--- config.mk ---
export PLATFORM = sky130hd
export DESIGN_NAME = store_queue
export DESIGN_NICKNAME = d
export VERILOG_FILES = /design/src/rtl/store_queue_pkg.sv /design/src/rtl/store_queue.sv
export SDC_FILE = /design/constraint.sdc
export NUM_CORES = 1
export LEC_CHECK = 0
export CORE_MARGIN = 4
export CORE_UTILIZATION = 46
export CTS_BUF_LIST = sky130_fd_sc_hd__clkbuf_4 sky130_fd_sc_hd__clkbuf_8
export DETAILED_ROUTE_END_ITERATION = 6
export DONT_BUFFER_PORTS = 1
export PLACE_DENSITY = 0.7
export SLEW_MARGIN = 25
export SYNTH_ARGS = -nofsm -noshare
export SYNTH_HDL_FRONTEND = slang
export SYNTH_SLANG_ARGS = --single-unit
--- constraint.sdc ---
create_clock -name clk -period 7.1 [get_ports clk]
set_input_delay 1.065 -clock clk [delete_from_list [all_inputs] [get_ports clk]]
set_output_delay 1.065 -clock clk [all_outputs]
set_load 0.01 [all_outputs]
--- src/rtl/store_queue_pkg.sv ---
// Shared store-queue types and default sizing.
package store_queue_pkg;

  localparam int SQ_WIDTH  = 3;
  localparam int ROB_WIDTH = 5;

  typedef struct packed {
    logic                 busy;
    logic                 addr_valid;
    logic [ROB_WIDTH:0]   robid;
    logic [31:0]          addr;
    logic [31:0]          data;
    logic [2:0]           size;
  } sq_entry_type;

endpackage

--- src/rtl/store_queue.sv ---
// In-order store queue: dual-slot allocation, out-of-order execute writeback,
// ROB-driven commit and a single-request drain port to data memory.
module store_queue #(
  parameter int SQ_WIDTH  = store_queue_pkg::SQ_WIDTH,
  parameter int ROB_WIDTH = store_queue_pkg::ROB_WIDTH
) (
  input  logic                  clk,
  input  logic                  reset_n,
  input  logic                  instr0_alloc,
  input  logic                  instr1_alloc,
  input  logic [ROB_WIDTH:0]    instr0_robid,
  input  logic [ROB_WIDTH:0]    instr1_robid,
  output logic [1:0]            sq_left,
  output logic [SQ_WIDTH-1:0]   instr0_sqid,
  output logic [SQ_WIDTH-1:0]   instr1_sqid,
  input  logic                  exe_valid,
  input  logic [SQ_WIDTH-1:0]   exe_sqid,
  input  logic [31:0]           exe_addr,
  input  logic [31:0]           exe_data,
  input  logic [2:0]            exe_size,
  input  logic [1:0]            commit_cnt,
  input  logic                  flush,
  output logic                  mem_req_valid,
  input  logic                  mem_req_ready,
  output logic [31:0]           mem_addr,
  output logic [31:0]           mem_wdata,
  output logic [2:0]            mem_size,
  output logic                  sq_empty
);
  import store_queue_pkg::*;

  localparam int SQ_DEPTH = 2 ** SQ_WIDTH;
  typedef logic [SQ_WIDTH:0] ptr_t;
  localparam ptr_t DEPTH_P = ptr_t'(SQ_DEPTH);

  ptr_t                head, commit_ptr, tail;
  sq_entry_type        entries [SQ_DEPTH];

  ptr_t                count, free_cnt, alloc_n, pending, commit_amt, commit_next;
  logic                alloc_ok, drain_fire;
  logic [SQ_WIDTH-1:0] head_idx, tail_idx;
  logic [SQ_DEPTH-1:0] flush_kill;
  logic                unused_fields;

  assign head_idx    = head[SQ_WIDTH-1:0];
  assign tail_idx    = tail[SQ_WIDTH-1:0];
  assign count       = tail - head;
  assign free_cnt    = DEPTH_P - count;
  assign sq_left     = (free_cnt > ptr_t'(3)) ? 2'd3 : free_cnt[1:0];
  assign sq_empty    = (head == tail);

  assign instr0_sqid = tail_idx;
  assign instr1_sqid = tail_idx + SQ_WIDTH'(instr0_alloc);

  // An allocation that does not fit entirely is dropped as a whole.
  assign alloc_n     = ptr_t'(instr0_alloc) + ptr_t'(instr1_alloc);
  assign alloc_ok    = !flush && (alloc_n <= free_cnt);

  // Commit never runs past the allocated region.
  assign pending     = tail - commit_ptr;
  assign commit_amt  = (ptr_t'(commit_cnt) > pending) ? pending : ptr_t'(commit_cnt);
  assign commit_next = commit_ptr + commit_amt;

  assign mem_req_valid = (head != commit_ptr);
  assign mem_addr      = entries[head_idx].addr;
  assign mem_wdata     = entries[head_idx].data;
  assign mem_size      = entries[head_idx].size;
  assign drain_fire    = mem_req_valid && mem_req_ready;

  // Entries between the post-commit pointer and the old tail are squashed on flush.
  always_comb begin
    flush_kill = '0;
    for (int i = 0; i < SQ_DEPTH; i++) begin
      logic [SQ_WIDTH-1:0] off;
      off           = SQ_WIDTH'(i) - commit_next[SQ_WIDTH-1:0];
      flush_kill[i] = ({1'b0, off} < (tail - commit_next));
    end
  end

  always_comb begin
    unused_fields = 1'b0;
    for (int i = 0; i < SQ_DEPTH; i++)
      unused_fields = unused_fields ^ (^{entries[i].addr_valid, entries[i].robid});
  end

  always_ff @(posedge clk) begin
    if (!reset_n) begin
      head       <= '0;
      commit_ptr <= '0;
      tail       <= '0;
      for (int i = 0; i < SQ_DEPTH; i++) begin
        entries[i].busy       <= 1'b0;
        entries[i].addr_valid <= 1'b0;
      end
    end else begin
      commit_ptr <= commit_next;
      if (drain_fire) begin
        head                     <= head + ptr_t'(1);
        entries[head_idx].busy   <= 1'b0;
      end
      if (flush) begin
        tail <= commit_next;
        for (int i = 0; i < SQ_DEPTH; i++)
          if (flush_kill[i]) entries[i].busy <= 1'b0;
      end else begin
        if (alloc_ok) begin
          tail <= tail + alloc_n;
          if (instr0_alloc) begin
            entries[instr0_sqid].busy       <= 1'b1;
            entries[instr0_sqid].addr_valid <= 1'b0;
            entries[instr0_sqid].robid      <= instr0_robid;
          end
          if (instr1_alloc) begin
            entries[instr1_sqid].busy       <= 1'b1;
            entries[instr1_sqid].addr_valid <= 1'b0;
            entries[instr1_sqid].robid      <= instr1_robid;
          end
        end
        if (exe_valid && entries[exe_sqid].busy) begin
          entries[exe_sqid].addr_valid <= 1'b1;
          entries[exe_sqid].addr       <= exe_addr;
          entries[exe_sqid].data       <= exe_data;
          entries[exe_sqid].size       <= exe_size;
        end
      end
    end
  end

endmodule

==> impl_metrics.csv, run 1 <==
group,metric,value,unit
clocking,postCtsResizedCells,0,
sta,timing_hold_violations_final,0,
routing,via_per_inst,5.71,
min_path,worstHoldStart,"entries[3][74]",
clocking,cts_hold_buffers,0,
synth,syn_area,22500,um2
final_layout,final_common_cell,"edfxtp_1",
power,p_sw_frac,0.318,
clocking,cts_tree,"built",
synth,avgSynthCellArea,20.7,um2
synth,syn_inst,1088,
clocking,clk_path_buf_depth,3,
critical_path,worstSetupEndpointType,"register",
critical_path,required,7630,ps
clocking,clock_sinks,559,
clocking,cts_buffers,89,
run_status,status,"finished clean",
final_layout,fillers,3740,
placement,gp_congestion,0.788,
final_layout,num_antenna_cells,0,
sta,drv_slew,0,
grt,antenna_found_initial,0,
sta,grt_setup_unrepaired,"no",
sta,layout_min_cycle_time,6240,ps
power,p_switching,3.03,mW
power,p_seq_frac,0.401,
floorplan,die_area,52600,um2
power,comb_power_share,0.319,
floorplan,die_y,229,um
final_layout,layout-drive-gt1-share,0.310,
final_layout,final_cell_mix,"edfxtp_1, mux4_2, clkbuf_8",
routing,routedWlPerCell,24.4,um
synth,ys_types,51,
routing,route.detailed.drc,0,
clocking,cts_root_buffer,"clkbuf_8",
placement,io_buffers,0,
sta,setup-tns-final,0,ps
critical_path,r2r_slack,860,ps
grt,grt_pass1_vias,11300,
critical_path,arrival,6770,ps
final_layout,fin_area,25100,um2
power,leakage,7.92,nW
routing,routed_wirelength,44.8,mm
synth,synth_async_sr_flop_share,0,
floorplan,start_util,0.469,
critical_path,crit_end,"entries[7][74]",
floorplan,placementRows,80,
routing,ant_nets,0,
synth,ys_ff_latch,559,
critical_path,cp-start-kind,"register",
power,p_per_area,380,nW/um2
sta,fin_skew,26.7,ps
critical_path,r2r-end,"entries[7][74]",
final_layout,area_growth_syn_to_layout,11.4,%
routing,vias,10500,
clocking,htree_levels,3,
final_layout,num-nets-final,1289,
critical_path,worstRegToRegCells,22,
power,peakVddDrop,325,uV
grt,grt_first_pass_wirelength,68.9,mm
sta,worst_slew_margin_rel,0.338,
power,p_int,6.50,mW
clocking,post_cts_buffers,0,
critical_path,crit_type,"register to register",
sta,max_freq,160,MHz
critical_path,crit_start,"tail[0]",
power,finalPower,9.54,mW
critical_path,crit_fanout,8,
routing,drt_first_iter_violations,581,
grt,grt_overflow_total,0,
clocking,clock_latency,650,ps
sta,min_period_over_period,0.879,
synth,synth.yosys.seq_area_share,0.734,
floorplan,core,48000,um2
run,drv_cap,0,
floorplan,io_pins,168,
min_path,hold_path_class,"register to register",
critical_path,regToRegStartpoint,"tail[0]",
grt,grt.total_usage,0.174,
synth,synth_edf_count,536,
synth,syn_nets,1223,
grt,grt_max_degree,81,
placement,dp_hpwl,24.2,mm
routing,dr.pass1.iters,5,
clocking,path_clk_slew,60,ps
floorplan,die_w,229,um
synth,yosysWarnings,0,
power,clockPowerShare,0.280,
sta,worstMarginPinSlew,993,ps
placement,placed_area,23400,um2
sta,setup_viol,0,
synth,ys.flop_type,"edfxtp_1",
## logic make-up after synthesis
logic type,count (synthesis),share of synthesized area
DFF,559,0.734
muxes,204,0.169
buffers and inverters,81,0.0143
AOI/OAI and AO/OA,77,0.0229
other,1,0.000166
adders and majority gates,45,0.0269
and+or+nand+nor,97,0.0212
xor gates and xnor gates,24,0.0115
## cell type report
type | instances | area [um2] | share of cell area
Inverter | 33 | 124 | 0.00493
Sequential cell | 559 | 16600 | 0.660
Multi-Input combinational cell | 448 | 5720 | 0.228
Tap cell | 615 | 769 | 0.0306
Clock inverter | 38 | 283 | 0.0113
Clock buffer | 117 | 1460 | 0.0582
Timing Repair Buffer | 23 | 185 | 0.00737
## state kept, by name (all words and copies together), names as in the netlist, named ones only
name	flops
entries	544
commit_ptr	4
head	4
tail	4
## power by group through the flow
stage,combinational [mW],sequential [mW],clock [mW]
finish,3.04,3.83,2.67
global route,3.39,3.84,2.94
CTS,3.08,3.83,2.76
detailed placement,3.07,3.90,0
global placement,3.01,3.90,0
floorplan,2.49,3.78,0
## worst min path at each step
stage,to,cells after the start
3_5_place_dp,entries[4][74],2
5_1_grt,entries[7][20],0
4_1_cts,entries[0][23],0
2_1_floorplan,entries[0][74],2
3_3_place_gp,entries[0][74],2
6_report,entries[3][74],2
## per-stage QoR
step | std cells | setup slack [ps] | utilization | hold slack (ps)
after floorplan | 1088 | 127 | - | 454
after global placement | 1678 | 908 | 0.486 | 476
after detailed placement | 1678 | 848 | 0.486 | 479
after CTS | 1833 | 826 | 0.523 | 420
after global routing | 1833 | 391 | 0.523 | 425
final | 1833 | 861 | 0.523 | 492
## critical path, stage by stage, from the launching register on
cell and delay (ps):
dfxtp_1 320, inv_1 90, ha_1 240, fa_1 480, ha_1 320, a21oi_1 70
a221oi_1 470, mux2i_1 260, ha_1 190, inv_1 60, fa_1 590, inv_1 150
fa_1 470, xnor2_1 160, xnor2_1 560, ha_1 350, nor2_1 80, nor2_1 60
a311o_1 350, a41oi_2 230, o2111ai_1 170, nor4_1 310, o22ai_1 130
## synthesized netlist by cell type (all sizes together), types with 3 or more instances
cell     instances  area (um2)
edfxtp         536       16100
mux4           134        3020
mux2            67         754
ha              38         475
clkbuf          33         124
inv             33         124
nor2            33         124
dfxtp           23         460
a21oi           22         110
o21ai           18        90.1
xnor2           18         184
buf             15        75.1
nand3           13        65.1
nand2           12        45.0
nor4             8        50.1
o22ai            8        50.1
nor3             7        35.0
fa               6         120
nand2b           6        37.5
xor2             6        75.1
nand3b           5        37.5
nor2b            5        31.3
a21o             4        30.0
o2111ai          4        35.0
a311oi           3        26.3
a32o             3        30.0
a41oi            3        33.8
mux2i            3        30.0
o211a            3        30.0
## layer usage
| metal | vias to the layer above | wire [um] | part of all wire | GRT usage |
|---|---|---|---|---|
| li1 | 4618 | - | - | - |
| met2 | 292 | 22100 | 0.49 | 0.281 |
| met3 | 77 | 3290 | 0.074 | 0.0615 |
| met1 | 5481 | 18600 | 0.41 | 0.225 |
| met5 | - | 0 | 0 | 0 |
| met4 | 0 | 833 | 0.019 | 0.0525 |
Note: power is estimated with default switching activity, not from simulation.
==> run 2: changes to the inputs <==
--- a/config.mk
+++ b/config.mk
@@ -5,12 +5,14 @@
 export SDC_FILE = /design/constraint.sdc
 export NUM_CORES = 1
 export LEC_CHECK = 0
+export CAP_MARGIN = 20
 export CORE_MARGIN = 4
 export CORE_UTILIZATION = 46
 export CTS_BUF_LIST = sky130_fd_sc_hd__clkbuf_4 sky130_fd_sc_hd__clkbuf_8
 export DETAILED_ROUTE_END_ITERATION = 6
 export DONT_BUFFER_PORTS = 1
 export PLACE_DENSITY = 0.7
+export SETUP_SLACK_MARGIN = 0.15
 export SLEW_MARGIN = 25
 export SYNTH_ARGS = -nofsm -noshare
 export SYNTH_HDL_FRONTEND = slang
==> results of run 2 <==
Final layout, timing and power as in run 1 (identical DEF).
==> run 3: changes to the inputs <==
--- a/config.mk
+++ b/config.mk
@@ -6,12 +6,15 @@
 export NUM_CORES = 1
 export LEC_CHECK = 0
 export CAP_MARGIN = 20
+export CELL_PAD_IN_SITES_DETAIL_PLACEMENT = 2
+export CELL_PAD_IN_SITES_GLOBAL_PLACEMENT = 2
 export CORE_MARGIN = 4
 export CORE_UTILIZATION = 46
 export CTS_BUF_LIST = sky130_fd_sc_hd__clkbuf_4 sky130_fd_sc_hd__clkbuf_8
 export DETAILED_ROUTE_END_ITERATION = 6
 export DONT_BUFFER_PORTS = 1
-export PLACE_DENSITY = 0.7
+export GPL_ROUTABILITY_DRIVEN = 0
+export PLACE_DENSITY = 0.84
 export SETUP_SLACK_MARGIN = 0.15
 export SLEW_MARGIN = 25
 export SYNTH_ARGS = -nofsm -noshare
==> impl_metrics.csv, run 3 (synthesized netlist as in run 1, its figures left out) <==
group,metric,value,unit
run_status,status,"finished clean",
clocking,postCtsResizedCells,0,
critical_path,worstSetupEndpointType,"register",
critical_path,crit_type,"register to register",
critical_path,crit_fanout,8,
critical_path,required,7600,ps
sta,worst_slew_margin_rel,0.327,
grt,grt_max_degree,67,
clocking,cts_buffers,92,
final_layout,area_growth_syn_to_layout,11.6,%
grt,grt.total_usage,0.217,
placement,place_inst,1679,
final_layout,num_antenna_cells,0,
clocking,path_clk_slew,70,ps
grt,grt_overflow_total,0,
sta,layout_setup_ws,846,ps
floorplan,die_area,52600,um2
final_layout,fin_area,25200,um2
final_layout,final_common_cell,"edfxtp_1",
placement,post-place-ws,932,ps
critical_path,arrival,6760,ps
final_layout,largest_register_ff_count,544,
floorplan,start_util,0.469,
sta,drv_slew,0,
clocking,clock_sinks,559,
sta,hold_slack,474,ps
placement,io_buffers,0,
clocking,htree_levels,3,
power,finalPower,9.82,mW
sta,setup-tns-final,0,ps
final_layout,num-nets-final,1293,
power,peakVddDrop,249,uV
sta,setup_viol,0,
grt,use_met1,0.255,
floorplan,die_y,229,um
clocking,clk_path_buf_depth,3,
floorplan,io_pins,168,
run,drv_cap,0,
grt,grt.busiest_layer,"met2",
sta,fin_skew,33.1,ps
floorplan,core,48000,um2
final_layout,fillers,4056,
clocking,cts_root_buffer,"clkbuf_8",
grt,grt_first_pass_wirelength,84.4,mm
sta,max_freq,160,MHz
routing,dr.pass1.iters,6,
routing,drt_first_iter_violations,616,
power,p_per_area,391,nW/um2
routing,ant_nets,0,
placement,placed_area,23400,um2
routing,via_per_inst,5.87,
floorplan,die_w,229,um
final_layout,final_cell_mix,"edfxtp_1, mux4_2, clkbuf_8",
clocking,clock_latency,680,ps
clocking,cts_hold_buffers,0,
placement,dp_hpwl,32.8,mm
clocking,post_cts_buffers,0,
routing,routedWlPerCell,30.3,um
grt,grt_util_met2,0.393,
sta,worstMarginPinSlew,1010,ps
sta,timing_hold_violations_final,0,
final_layout,top_register,"entries",
routing,route.detailed.drc,0,
routing,routed_wirelength,55.8,mm
critical_path,cp-start-kind,"register",
grt,grt_pass1_vias,12600,
grt,antenna_found_initial,0,
floorplan,placementRows,80,
clocking,cts_tree,"built",
power,leakage,7.95,nW
final_layout,final_util,0.524,
final_layout,layout-drive-gt1-share,0.318,
grt,use_met3,0.0641,
min_path,hold_path_class,"primary input to register",
sta,grt_setup_unrepaired,"no",
sta,layout_min_cycle_time,6250,ps
sta,min_period_over_period,0.881,
routing,vias,10800,
final_layout,fin_cells,1839,
[run 3: cell types whose count changed in the layout (fill, tap and decap cells not counted), moves of 3 or more]
| cell | change |
|---|---|
| clkinv_1 | -5 |
| clkinvlp_4 | +3 |
| clkbuf_8 | +6 |
| clkbuf_4 | +3 |
[run 3: critical path: stages (launching register included)]
cell       delay, ps
dfxtp_1          340
inv_1            100
ha_1             240
fa_1             480
ha_1             320
a21oi_1           70
a221oi_1         470
mux2i_1          280
ha_1             190
inv_1             50
fa_1             610
inv_1            170
fa_1             480
xnor2_1          200
xnor2_1          150
buf_4            190
ha_1             240
nor2_1            90
nor2_1            70
a311o_1          360
a41oi_2          240
o2111ai_1        180
nor4_1           400
o22ai_1          160
[run 3: area by class of cell]
type	instances	area, um2	area share
flip-flops and latches	559	16600	0.659
clock buffers	126	1570	0.0622
inverters	33	124	0.00492
well taps	615	769	0.0306
clock inverters	34	214	0.00851
repair buffers	24	193	0.00766
multi-input cells	448	5720	0.227
[run 3: report_power, final]
part           total, mW  internal, mW  switching, mW
Combinational       3.24          1.38           1.86
Clock               2.76          1.49           1.26
Sequential          3.83          3.68          0.150
[run 3: layer usage]
layer	vias up	share of wire
li1	4628	-
met1	5803	0.38
met2	276	0.54
met3	79	0.057
met4	0	0.017
met5	-	0
[run 3: final timing paths]
kind / startpoint / end / slack, ps / cells past startpoint
setup / recovery: tail[0] / entries[4][74] / 850 / 23
setup reg to reg: tail[0] / entries[4][74] / 850 / 23
hold reg to reg: entries[1][74] / entries[1][74] / 500 / 2
hold / removal: exe_addr[17] / entries[4][52] / 470 / 0
